## config.mk

```make
export PLATFORM = sky130hd
export DESIGN_NAME = interrupt_arbiter_flat
export DESIGN_NICKNAME = d
export VERILOG_FILES = /design/src/rtl/interrupt_arbiter_if.sv /design/src/rtl/interrupt_arbiter.sv /design/src/flat_wrapper.sv
export SDC_FILE = /design/constraint.sdc
export NUM_CORES = 1
export LEC_CHECK = 0
export CAP_MARGIN = 20
export CORE_MARGIN = 10
export CORE_UTILIZATION = 34
export CTS_CLUSTER_DIAMETER = 200
export DETAILED_ROUTE_END_ITERATION = 8
export GPL_ROUTABILITY_DRIVEN = 1
export PLACE_DENSITY = 0.66
export SYNTH_ARGS = -nofsm -noshare
export SYNTH_HDL_FRONTEND = slang
export SYNTH_SLANG_ARGS = --single-unit
```

## constraint.sdc

```tcl
create_clock -name clk -period 1.45 [get_ports clk]
set_input_delay 0.29 -clock clk [delete_from_list [all_inputs] [get_ports clk]]
set_output_delay 0.29 -clock clk [all_outputs]
set_load 0.01 [all_outputs]
```

## src/rtl/interrupt_arbiter_if.sv

```systemverilog
// Interrupt arbiter bus: source-side request/enable/ack lines plus the
// GC-side pending/taken/pc_capture handshake and the latched cause.
// master: the arbiter itself. slave: the surrounding CSR/GC logic.
interface interrupt_arbiter_if #(
  parameter int NUM_SOURCES = 8,
  parameter int CAUSE_W     = (NUM_SOURCES > 1) ? $clog2(NUM_SOURCES) : 1
);
  logic [NUM_SOURCES-1:0] irq_src;
  logic [NUM_SOURCES-1:0] irq_enable;
  logic                   global_ie;
  logic                   processing_csr;
  logic                   interrupt_taken;
  logic                   interrupt_pc_capture;
  logic                   interrupt_pending;
  logic [CAUSE_W-1:0]     cause;
  logic                   cause_valid;
  logic [NUM_SOURCES-1:0] irq_ack;

  modport master (
    input  irq_src,
    input  irq_enable,
    input  global_ie,
    input  processing_csr,
    input  interrupt_taken,
    input  interrupt_pc_capture,
    output interrupt_pending,
    output cause,
    output cause_valid,
    output irq_ack
  );

  modport slave (
    output irq_src,
    output irq_enable,
    output global_ie,
    output processing_csr,
    output interrupt_taken,
    output interrupt_pc_capture,
    input  interrupt_pending,
    input  cause,
    input  cause_valid,
    input  irq_ack
  );
endinterface

```

## src/rtl/interrupt_arbiter.sv

```systemverilog
// Fixed-priority interrupt arbiter (lowest index wins) feeding the GC unit.
// Raises a registered interrupt_pending with its cause, follows the
// taken -> pc_capture handshake, pulses a one-hot ack to the winner and
// then holds off new requests for MIN_GAP cycles.
// Optional: define INTERRUPT_ARBITER_EDGE_EN for sticky rising-edge request
// latches; left undefined the sources are level-sensitive.
module interrupt_arbiter #(
  parameter int NUM_SOURCES = 8,
  parameter int MIN_GAP     = 4,
  parameter int CAUSE_W     = (NUM_SOURCES > 1) ? $clog2(NUM_SOURCES) : 1
) (
  input logic                 clk,
  input logic                 rst,
  interrupt_arbiter_if.master bus
);

  localparam int GAP_W = (MIN_GAP > 0) ? $clog2(MIN_GAP + 1) : 1;
  localparam logic [GAP_W-1:0] GAP_LOAD = GAP_W'(MIN_GAP);

  typedef enum logic [1:0] {
    IDLE,
    PENDING,
    WAIT_CAPTURE
  } state_t;

  state_t                 state;
  state_t                 state_next;
  logic                   pending_q;
  logic                   pending_next;
  logic [CAUSE_W-1:0]     cause_q;
  logic [CAUSE_W-1:0]     cause_next;
  logic                   cause_valid_q;
  logic                   cause_valid_next;
  logic [NUM_SOURCES-1:0] ack_q;
  logic [NUM_SOURCES-1:0] ack_next;
  logic [GAP_W-1:0]       gap_q;
  logic [GAP_W-1:0]       gap_next;

  logic [NUM_SOURCES-1:0] req_vec;
  logic [NUM_SOURCES-1:0] eligible;
  logic [NUM_SOURCES-1:0] cause_oh;
  logic [CAUSE_W-1:0]     winner;
  logic                   cause_live;

`ifdef INTERRUPT_ARBITER_EDGE_EN
  logic [NUM_SOURCES-1:0] src_prev;
  logic [NUM_SOURCES-1:0] edge_latch;

  // Sticky rising-edge latches; an ack clears its bit unless a fresh edge arrives at the same time
  always_ff @(posedge clk) begin
    if (rst) begin
      src_prev   <= '0;
      edge_latch <= '0;
    end else begin
      src_prev   <= bus.irq_src;
      edge_latch <= (edge_latch & ~ack_next) | (bus.irq_src & ~src_prev);
    end
  end

  assign req_vec = edge_latch;
`else
  assign req_vec = bus.irq_src;
`endif

  assign eligible = req_vec & bus.irq_enable & {NUM_SOURCES{bus.global_ie}};

  // Lowest-index eligible source wins; scanning downward lets lower indices overwrite
  always_comb begin
    winner = '0;
    for (int i = NUM_SOURCES - 1; i >= 0; i--) begin
      if (eligible[i]) winner = CAUSE_W'(i);
    end
  end

  // One-hot of the latched cause, used both for the withdraw test and the ack
  always_comb begin
    cause_oh = '0;
    for (int i = 0; i < NUM_SOURCES; i++) begin
      cause_oh[i] = (cause_q == CAUSE_W'(i));
    end
  end

  assign cause_live = |(eligible & cause_oh);

  // Next-state and next-output decisions for the request/handshake FSM
  always_comb begin
    state_next       = state;
    pending_next     = pending_q;
    cause_next       = cause_q;
    cause_valid_next = cause_valid_q;
    ack_next         = '0;
    gap_next         = gap_q;
    case (state)
      IDLE: begin
        if (gap_q != '0) gap_next = gap_q - GAP_W'(1);
        if ((|eligible) && !bus.processing_csr && (gap_q == '0)) begin
          state_next       = PENDING;
          pending_next     = 1'b1;
          cause_next       = winner;
          cause_valid_next = 1'b1;
        end
      end
      PENDING: begin
        if (bus.interrupt_taken && bus.interrupt_pc_capture) begin
          state_next       = IDLE;
          pending_next     = 1'b0;
          cause_valid_next = 1'b0;
          ack_next         = cause_oh;
          gap_next         = GAP_LOAD;
        end else if (bus.interrupt_taken) begin
          state_next   = WAIT_CAPTURE;
          pending_next = 1'b0;
        end else if (!cause_live) begin
          state_next       = IDLE;
          pending_next     = 1'b0;
          cause_valid_next = 1'b0;
        end
      end
      WAIT_CAPTURE: begin
        if (bus.interrupt_pc_capture) begin
          state_next       = IDLE;
          cause_valid_next = 1'b0;
          ack_next         = cause_oh;
          gap_next         = GAP_LOAD;
        end
      end
      default: begin
        state_next       = IDLE;
        pending_next     = 1'b0;
        cause_valid_next = 1'b0;
      end
    endcase
  end

  // State and registered outputs; reset drops any in-flight interrupt without an ack
  always_ff @(posedge clk) begin
    if (rst) begin
      state         <= IDLE;
      pending_q     <= 1'b0;
      cause_q       <= '0;
      cause_valid_q <= 1'b0;
      ack_q         <= '0;
      gap_q         <= '0;
    end else begin
      state         <= state_next;
      pending_q     <= pending_next;
      cause_q       <= cause_next;
      cause_valid_q <= cause_valid_next;
      ack_q         <= ack_next;
      gap_q         <= gap_next;
    end
  end

  assign bus.interrupt_pending = pending_q;
  assign bus.cause             = cause_q;
  assign bus.cause_valid       = cause_valid_q;
  assign bus.irq_ack           = ack_q;

endmodule

```

## src/flat_wrapper.sv

```systemverilog
// flat-port wrapper written by rule: the top's interface ports become plain ports
module interrupt_arbiter_flat 
#(
  parameter int NUM_SOURCES = 8,
  parameter int MIN_GAP     = 4,
  parameter int CAUSE_W     = (NUM_SOURCES > 1) ? $clog2(NUM_SOURCES) : 1
)
  (clk, rst, bus_irq_src, bus_irq_enable, bus_global_ie, bus_processing_csr, bus_interrupt_taken, bus_interrupt_pc_capture, bus_interrupt_pending, bus_cause, bus_cause_valid, bus_irq_ack);
  interrupt_arbiter_if #(.NUM_SOURCES(NUM_SOURCES), .CAUSE_W(CAUSE_W)) bus_i ();
  input logic clk;
  input logic rst;
  input wire logic [$bits(bus_i.irq_src)-1:0] bus_irq_src;
  input wire logic [$bits(bus_i.irq_enable)-1:0] bus_irq_enable;
  input wire logic [$bits(bus_i.global_ie)-1:0] bus_global_ie;
  input wire logic [$bits(bus_i.processing_csr)-1:0] bus_processing_csr;
  input wire logic [$bits(bus_i.interrupt_taken)-1:0] bus_interrupt_taken;
  input wire logic [$bits(bus_i.interrupt_pc_capture)-1:0] bus_interrupt_pc_capture;
  output wire logic [$bits(bus_i.interrupt_pending)-1:0] bus_interrupt_pending;
  output wire logic [$bits(bus_i.cause)-1:0] bus_cause;
  output wire logic [$bits(bus_i.cause_valid)-1:0] bus_cause_valid;
  output wire logic [$bits(bus_i.irq_ack)-1:0] bus_irq_ack;
  assign bus_i.irq_src = bus_irq_src;
  assign bus_i.irq_enable = bus_irq_enable;
  assign bus_i.global_ie = bus_global_ie;
  assign bus_i.processing_csr = bus_processing_csr;
  assign bus_i.interrupt_taken = bus_interrupt_taken;
  assign bus_i.interrupt_pc_capture = bus_interrupt_pc_capture;
  assign bus_interrupt_pending = bus_i.interrupt_pending;
  assign bus_cause = bus_i.cause;
  assign bus_cause_valid = bus_i.cause_valid;
  assign bus_irq_ack = bus_i.irq_ack;
  interrupt_arbiter #(.NUM_SOURCES(NUM_SOURCES), .MIN_GAP(MIN_GAP), .CAUSE_W(CAUSE_W)) u_core (.clk(clk), .rst(rst), .bus(bus_i));
endmodule
```

==> results of run 1 <==
## final cells by class
cell class | count | area (µm²) | area share [%]
Multi-Input combinational cell | 87 | 673 | 38.0
Timing Repair Buffer | 74 | 631 | 35.6
Sequential cell | 18 | 372 | 21.0
Tap cell | 31 | 38.8 | 2.19
Clock buffer | 4 | 36.3 | 2.05
Inverter | 6 | 22.5 | 1.27
## Yosys cell counts, drive strengths merged
| library cell | number |
|---|---|
| nand4b | 1 |
| a21oi | 6 |
| a22oi | 4 |
| nand3 | 4 |
| a21boi | 1 |
| nor2b | 1 |
| nor2 | 13 |
| dfxtp | 18 |
| inv | 6 |
| mux2i | 1 |
| o21ai | 1 |
| a211oi | 1 |
| nand4 | 1 |
| nand2b | 5 |
| nand3b | 1 |
| mux4 | 2 |
| o311ai | 4 |
| clkbuf | 2 |
| or3b | 1 |
| a32o | 1 |
| and4bb | 1 |
| o22ai | 1 |
| and2 | 1 |
| nor3 | 5 |
| ha | 6 |
| a311o | 1 |
| o32ai | 1 |
| nand2 | 18 |
| o31ai | 3 |
| or3 | 1 |
| o2111ai | 1 |
## critical path, cell delays in order, from the launching register on
cell and delay, ns:
dfxtp_2 0.34, buf_4 0.14, buf_4 0.13, ha_1 0.18, inv_2 0.07, o2111ai_4 0.13
or3_1 0.33, a21oi_1 0.13
## layout by cell type, fill, tap and decap left out, types with 2 or more instances in the layout
cell	instances
a21oi_1	4
a21oi_2	2
a22oi_1	3
buf_4	39
clkbuf_4	3
clkdlybuf4s50_1	5
dfxtp_1	11
dfxtp_2	6
dlygate4sd2_1	23
dlymetal6s2s_1	6
ha_1	2
ha_4	3
inv_2	5
mux4_2	2
nand2_1	17
nand2b_1	4
nand3_1	4
nor2_1	12
nor3_1	4
o311ai_1	4
o31ai_1	3
## layer usage
layer | part of all wire, % | wire length [µm] | track usage (%)
met1 | 45 | 1400 | 11.8
met2 | 48 | 1510 | 20.1
met3 | 5.2 | 163 | 2.69
met4 | 1.9 | 58 | 5.18
met5 | 0 | 0 | 0
## power breakdown
group	switching, mW	total, mW	internal (mW)
clock	0.153	0.306	0.153
sequential	0.0557	0.619	0.563
combinational	0.370	0.838	0.467
## state kept, by name, summed over array words and instances, names as in the netlist
register	flops
u_core.bus.cause	3
u_core.bus.cause_valid	1
u_core.bus.interrupt_pending	1
u_core.bus.irq_ack	8
u_core.gap_q	3
u_core.state	2
## logic make-up after synthesis
| logic type | after synthesis |
|---|---|
| simple gates | 53 |
| compound gates | 25 |
| flops | 18 |
| buf+inv | 8 |
| fa+ha+maj | 6 |
| mux | 3 |
## worst min path at each step
stage	cells past startpoint	end	startpoint	slack [ns]
final	2	u_core.gap_q[1]	u_core.gap_q[1]	0.47
after global routing	2	u_core.gap_q[1]	u_core.gap_q[1]	0.49
after CTS	2	u_core.gap_q[1]	u_core.gap_q[1]	0.48
after detailed placement	2	u_core.gap_q[1]	u_core.gap_q[1]	0.46
after global placement	2	u_core.gap_q[1]	u_core.gap_q[1]	0.44
after floorplan	2	u_core.gap_q[1]	u_core.gap_q[1]	0.43
## per-stage QoR
stage | hold WS [ns] | setup slack, ns | cell area [µm²]
after floorplan | 0.432 | 0.00391 | 998
after global placement | 0.438 | -0.440 | 1610
after detailed placement | 0.461 | -0.476 | 1610
after CTS | 0.476 | -0.0736 | 1700
after global routing | 0.493 | -0.146 | 1770
final | 0.474 | -0.0642 | 1770
## what timing repair did
action,4_1_cts,5_1_grt
resized for setup,36,18
endpoints found under the hold margin,0,0
setup endpoints to repair,18,23
pin swaps,11,4
buffers inserted,6,2
==> flow_summary.ini, run 1 <==
[finish]
drive_gt1_share_pct = 38.6
n_antenna_cell = 0
fin_util_pct = 64.9
fin_cells = 220
nNetsFinal = 218
layout-area-overhead-vs-synth_pct = 82.6
fillers = 243

[timing]
worst_slew_pin_slew_ns = 0.272
finalSetupViolCount = 7
fin_crit_sh_pct = 104
rsz0062_at_grt = true
layout_setup_ws_ns = -0.0642
finalHoldViolCount = 0
skew_ns = 0.00954
min_period_ns = 1.51
drv_slew = 0
max_freq_mhz = 660
max_slew_margin_pct = 81.7
tns_ns = -0.277

[power_and_ir_drop]
peakVddDrop_mv = 0.773
power.density_nw_per_um2 = 994
cellLeakagePower_nw = 0.872
p_total_mw = 1.76

[floorplan]
coreArea_um2 = 2730
die_y_um = 73.4
start_util_pct = 35.5
top_level_ports = 35
die_area_um2 = 5390
rows = 19
die_width_um = 73.4

[routing]
first_iter_violations = 40
via_per_inst = 5.16
antenna_left = 0
num_vias = 1136
drc = 0
routed_wirelength_mm = 3.13
avgRoutedWirePerCell_um = 14.2
firstDrtPassIters = 4

[clocking]
cts_tree = yes
numCtsBuffers = 3
cts.clk_slew.worst_paths_ns = 0.11
ctsHoldBuffers = 0
h-tree-depth = 1
clock-root-buffer = clkbuf_4
cts_buffer_depth = 2
clock_latency_ns = 0.29
cts.sinks = 18

[worst_setup_path]
cp-startpoint = u_core.state[1]
cp-endpoint = u_core.gap_q[1]
r2r-end = u_core.gap_q[1]
required_ns = 1.68
reg2reg_slack_ns = -0.06
cp-start-kind = flip-flop
critical_path.max_fanout = 4
reg2reg_depth = 7
end_kind = flip-flop
crit_type = flip-flop to flip-flop
worstReg2RegStart = u_core.state[1]
crit_arrival_ns = 1.74

[synth]
ys_ff_latch = 18
synth_adder_area_share_pct = 7.73
synth_compound_area_share_pct = 20.1
synthSimpleGateAreaFrac_pct = 26.3
avgSynthCellArea_um2 = 8.59
synthesis.nets = 141
synth_top_area_share_pct = 37.1
synthXorXnorAreaFrac_pct = 0
synthCells = 113
synth_top_cells_by_area = dfxtp_1 37%, ha_1 7.7%, nand2_1 7.0%
synth_cell_types = 31
synth_top_family_by_area = simple AND/OR/NAND/NOR gates
synth-seq-area-share_pct = 37.1
yosys_warnings = 0
yosys-mux-area-fraction_pct = 5.67
synth_area_um2 = 971
synth_top_cell_by_area = dfxtp_1

[place]
dp.cells = 208
dp_hpwl_mm = 2.51
gp_congestion = 0.877
io_buffer_count = 34

[outcome]
outcome = finished, violations left
violations = setup timing

[global_routing]
grtUsageTotal_pct = 11.1
grt_pass1_vias = 1223
grt.overflow.total = 0
antenna_found_initial = 0
grt_start_max_net_pins = 11
grt_pass1_wl_mm = 5.00

[run]
drv_cap = 0

[worst_hold_path]
min_path_type = flip-flop to flip-flop
No activity file was read; power rests on OpenSTA's default activity.
==> run 2, diff against run 1 <==
--- a/config.mk
+++ b/config.mk
@@ -12,6 +12,7 @@
 export DETAILED_ROUTE_END_ITERATION = 8
 export GPL_ROUTABILITY_DRIVEN = 1
 export PLACE_DENSITY = 0.66
+export SKIP_LAST_GASP = 1
 export SYNTH_ARGS = -nofsm -noshare
 export SYNTH_HDL_FRONTEND = slang
 export SYNTH_SLANG_ARGS = --single-unit
==> run 2 against run 1 <==
Effect of this change: the flow still finishes with violations (setup timing); sequential power about the same; core utilization increased by 1.1 points; via count increased by 0.88%; largest power group unchanged; critical path type unchanged; sequential cell count unchanged; worst setup slack got worse by 0.014 ns; clock skew decreased by 0.0012 ns.
==> flow_summary.ini, run 2 (synthesis results as in run 1) <==
[clocking]
numCtsBuffers = 3
h-tree-depth = 1
cts_tree = yes
cts_buffer_depth = 2
clock_latency_ns = 0.29
cts.clk_slew.worst_paths_ns = 0.11
clock-root-buffer = clkbuf_4
cts.sinks = 18

[power_and_ir_drop]
power.share.clock_pct = 16.5
peakVddDrop_mv = 0.842
seqPwrFrac_pct = 33.7
power_switching_mw = 0.604
swShare_pct = 32.8
cellLeakagePower_nw = 0.883
combPwrFrac_pct = 49.8
internal_power_mw = 1.24
power.density_nw_per_um2 = 1020

[floorplan]
coreArea_um2 = 2730
die_width_um = 73.4
start_util_pct = 35.5
top_level_ports = 35
die_area_um2 = 5390
die_y_um = 73.4
rows = 19

[global_routing]
grt_pass1_vias = 1223
grt_busiest_layer = met2
met3_usage_pct = 2.69
use_met1_pct = 11.8
grt_start_max_net_pins = 11
grt_pass1_wl_mm = 5.00
antenna_found_initial = 0
grt.overflow.total = 0
grt_util_met2_pct = 20.1
grtUsageTotal_pct = 11.1

[timing]
layout_setup_ws_ns = -0.0781
worst_slew_pin_slew_ns = 0.270
fin_crit_sh_pct = 105
finalHoldViolCount = 0
skew_ns = 0.00829
finalSetupViolCount = 7
min_period_ns = 1.53
rsz0062_at_grt = true
holdWs_ns = 0.472
max_freq_mhz = 654
drv_slew = 0
max_slew_margin_pct = 81.9

[worst_setup_path]
critical_path.max_fanout = 4
worstReg2RegStart = u_core.state[1]
r2r-end = u_core.gap_q[1]
reg2reg_depth = 7
end_kind = flip-flop
reg2reg_slack_ns = -0.08
required_ns = 1.67
crit_type = flip-flop to flip-flop
crit_arrival_ns = 1.75
cp-start-kind = flip-flop

[worst_hold_path]
min_path_type = flip-flop to flip-flop
min_path_cells = 2
min_from = u_core.gap_q[1]
worstHoldEndpoint = u_core.gap_q[1]

[outcome]
violations = setup timing
outcome = finished, violations left

[run]
drv_cap = 0

[place]
gp_congestion = 0.877
dp_hpwl_mm = 2.51
dp.cells = 208
io_buffer_count = 34
placed_cell_area_um2 = 1610

[routing]
avgRoutedWirePerCell_um = 13.9
routed_wirelength_mm = 3.09
num_vias = 1146
antenna_left = 0
first_iter_violations = 22
firstDrtPassIters = 4
via_per_inst = 5.16
drc = 0

[finish]
largest_register_ffs = 8
final_cell_mix = 40 x buf_4, 23 x dlygate4sd2_1, 17 x nand2_1
fin_cells = 222
drive_gt1_share_pct = 40.3
layout-area-overhead-vs-synth_pct = 85.8
stdcell_area_um2 = 1800
n_antenna_cell = 0
nNetsFinal = 220
final_common_cell = buf_4
-- run 2: cell count changes in the layout (fill, tap and decap cells not counted), sizes merged --
cell	change
buf	+2
-- run 2: how the worst max path moves through the flow --
| stage | startpoint | endpoint | slack [ns] | cells after the start |
|---|---|---|---|---|
| after global routing | u_core.state[0] | u_core.gap_q[1] | -0.15 | 6 |
| after CTS | u_core.state[1] | u_core.bus.interrupt_pending | -0.07 | 7 |
| after global placement | bus_irq_src[6] | u_core.state[0] | -0.44 | 6 |
| final | u_core.state[1] | u_core.gap_q[1] | -0.08 | 7 |
| after floorplan | u_core.state[0] | u_core.gap_q[1] | 0.004 | 6 |
| after detailed placement | bus_irq_enable[6] | u_core.bus.cause_valid | -0.48 | 6 |
-- run 2: power groups by stage --
stage / registers, mW / clock network, mW / logic, mW
2_1_floorplan: 0.615 / 0 / 0.369
3_3_place_gp: 0.616 / 0 / 0.710
3_5_place_dp: 0.621 / 0 / 0.728
4_1_cts: 0.618 / 0.310 / 0.758
5_1_grt: 0.631 / 0.332 / 1.01
6_report: 0.621 / 0.305 / 0.917
-- run 2: through the flow --
stage	TNS [ns]	worst slack (ns)	total power, mW	util, %
floorplan	0	0.00391	0.984	-
global placement	-4.38	-0.440	1.33	58.9
detailed placement	-4.90	-0.476	1.35	58.9
CTS	-0.332	-0.0736	1.69	61.9
global route	-1.49	-0.151	1.97	66.0
finish	-0.281	-0.0781	1.84	66.0
-- run 2: layout make-up --
cell class | count | area (µm²)
Fill cell | 237 | 930
Multi-Input combinational cell | 87 | 686
Timing Repair Buffer | 76 | 649
Sequential cell | 18 | 372
Tap cell | 31 | 38.8
Clock buffer | 4 | 36.3
Inverter | 6 | 22.5
-- run 2: repair_timing --
item                                    in CTS  in global routing
pin swaps                                   11                  4
hold endpoints to repair                     0                  0
endpoints found under the setup margin      18                 23
hold buffers                                 0                  0
buffers inserted                             6                  4
gates resized for setup                     35                 22
-- run 2: layer usage --
| layer | wire [µm] | share of wire (%) |
|---|---|---|
| met1 | 1330 | 43 |
| met4 | 58 | 1.9 |
| met3 | 180 | 5.8 |
| met2 | 1520 | 49 |
| met5 | 0 | 0 |
-- run 2: critical path, cell delays in order, from the launching register on --
cell and delay [ns]:
dfxtp_2 0.34, buf_4 0.14, buf_4 0.13, ha_2 0.16
inv_2 0.06, o2111ai_4 0.14, or3_1 0.34, a21oi_1 0.16
==> run 3, diff against run 2 <==
--- a/config.mk
+++ b/config.mk
@@ -7,11 +7,11 @@
 export LEC_CHECK = 0
 export CAP_MARGIN = 20
 export CORE_MARGIN = 10
-export CORE_UTILIZATION = 34
+export CORE_UTILIZATION = 35
 export CTS_CLUSTER_DIAMETER = 200
 export DETAILED_ROUTE_END_ITERATION = 8
 export GPL_ROUTABILITY_DRIVEN = 1
-export PLACE_DENSITY = 0.66
+export PLACE_DENSITY = 0.68
 export SKIP_LAST_GASP = 1
 export SYNTH_ARGS = -nofsm -noshare
 export SYNTH_HDL_FRONTEND = slang
==> run 3 against run 2 <==
Effect of this change: the flow still finishes with violations (setup timing); critical path depth down 1; routed wire length up 7.0%; worst setup slack worse by 0.063 ns; clock skew down 0.0020 ns; final cell count down 4.5%; sequential cell count unchanged; via count down 3.8%; sequential share of layout area up 0.68 points; non-clock buffer count down 10; fmax down 3.9%; clock power up 7.9%; critical path type is now primary input to flip-flop; critical endpoint is now u_core.state[1]; largest cell class unchanged.
==> flow_summary.ini, run 3 (synthesis results as in run 1) <==
[clocking]
cts.sinks = 18
cts_buffer_depth = 2
h-tree-depth = 1
numCtsBuffers = 3
cts.clk_slew.worst_paths_ns = 0.11
clock-root-buffer = clkbuf_4
cts_tree = yes
ctsHoldBuffers = 0
clock_latency_ns = 0.32

[power_and_ir_drop]
seqPwrFrac_pct = 33.2
power.density_nw_per_um2 = 1070
cellLeakagePower_nw = 0.801
internal_power_mw = 1.24
power.share.clock_pct = 17.7
combPwrFrac_pct = 49.1
swShare_pct = 33.5
peakVddDrop_mv = 1.06
power_switching_mw = 0.622
p_total_mw = 1.86

[global_routing]
grt_pass1_wl_mm = 5.02
grt_start_max_net_pins = 11
grtUsageTotal_pct = 11.9
grt.overflow.total = 0
antenna_found_initial = 0
grt_pass1_vias = 1105

[routing]
avgRoutedWirePerCell_um = 15.6
routed_wirelength_mm = 3.30
firstDrtPassIters = 4
via_per_inst = 5.20
antenna_left = 0
first_iter_violations = 44
drc = 0
num_vias = 1103

[place]
dp_hpwl_mm = 2.55
dp.cells = 202
dpl_worst_slack_ns = -0.481
placed_cell_area_um2 = 1560
gp_congestion = 0.856
io_buffer_count = 34

[timing]
max_slew_margin_pct = 81.2
min_period_ns = 1.59
worst_slew_pin_slew_ns = 0.282
skew_ns = 0.00628
max_freq_mhz = 629
rsz0062_at_grt = true
holdWs_ns = 0.442
drv_slew = 0
tns_ns = -0.747
finalHoldViolCount = 0
finalSetupViolCount = 8
layout_setup_ws_ns = -0.141
fin_crit_sh_pct = 110

[finish]
largest_register_ffs = 8
fin_cells = 212
final_cell_mix = 31 x buf_4, 21 x dlygate4sd2_1, 14 x nand2_1
seqCellArea_um2 = 370
n_antenna_cell = 0
multiInputGateArea_um2 = 702
stdcell_area_um2 = 1740
layout-area-overhead-vs-synth_pct = 79.3
fin_util_pct = 64.2
fillers = 231
drive_gt1_share_pct = 38.7
nNetsFinal = 210
final_common_cell = buf_4

[outcome]
violations = setup timing
outcome = finished, violations left

[floorplan]
rows = 19
coreArea_um2 = 2710
die_area_um2 = 5280
top_level_ports = 35
start_util_pct = 35.8
die_width_um = 72.7
die_y_um = 72.7

[worst_setup_path]
crit_arrival_ns = 1.84
required_ns = 1.70
cp-start-kind = primary input
critical_path.max_fanout = 7
end_kind = flip-flop
crit_type = primary input to flip-flop

[worst_hold_path]
min_path_type = primary input to flip-flop

[run]
drv_cap = 0
[run 3: cell types whose count changed in the layout (fill, tap and decap cells not counted), moves of 2 or more]
cell and change:
o311ai_1 -2, o311ai_2 +2, dlygate4sd2_1 -2, buf_4 -9, clkdlybuf4s50_1 +3, nand2_2 +3, nand2_1 -3
[run 3: layer usage]
| layer | wire length (µm) | track usage, % |
|---|---|---|
| met3 | 215 | 4.76 |
| met2 | 1760 | 22.3 |
| met5 | 0 | 0 |
| met4 | 74 | 4.43 |
| met1 | 1250 | 11.2 |
[run 3: what timing repair did]
action                                  CTS  global route
endpoints found under the setup margin   24            20
hold endpoints to repair                  0             0
buffers inserted                          5             1
resized for setup                        33            22
pin swaps                                12            10
[run 3: worst max-delay path, cell delays in order]
cell             delay (ns)
clkdlybuf4s50_1        0.49
nand2_2                0.07
mux4_2                 0.49
o22ai_4                0.26
o311ai_1               0.15
o21ai_1                0.09
[run 3: final timing paths]
check,startpoint,to,slack (ns),cells past startpoint
setup / recovery,bus_irq_enable[0],u_core.state[1],-0.14,6
hold / removal,bus_irq_src[0],u_core.bus.cause[0],0.44,5
setup reg to reg,u_core.state[0],u_core.gap_q[1],-0.12,6
hold reg to reg,u_core.gap_q[1],u_core.gap_q[1],0.47,2
[run 3: area by class of cell]
cell class	count	share of cell area [%]
well taps	31	2.23
clock buffers	4	2.08
repair buffers	66	32.8
multi-input cells	87	40.3
inverters	6	1.29
flip-flops and latches	18	21.3
[run 3: power by group through the flow]
stage               Sequential [mW]  Clock (mW)  Combinational [mW]
finish                        0.618       0.329               0.912
global route                  0.628       0.361                1.00
CTS                           0.613       0.322               0.785
detailed placement            0.617           0               0.714
global placement              0.613           0               0.691
floorplan                     0.615           0               0.369
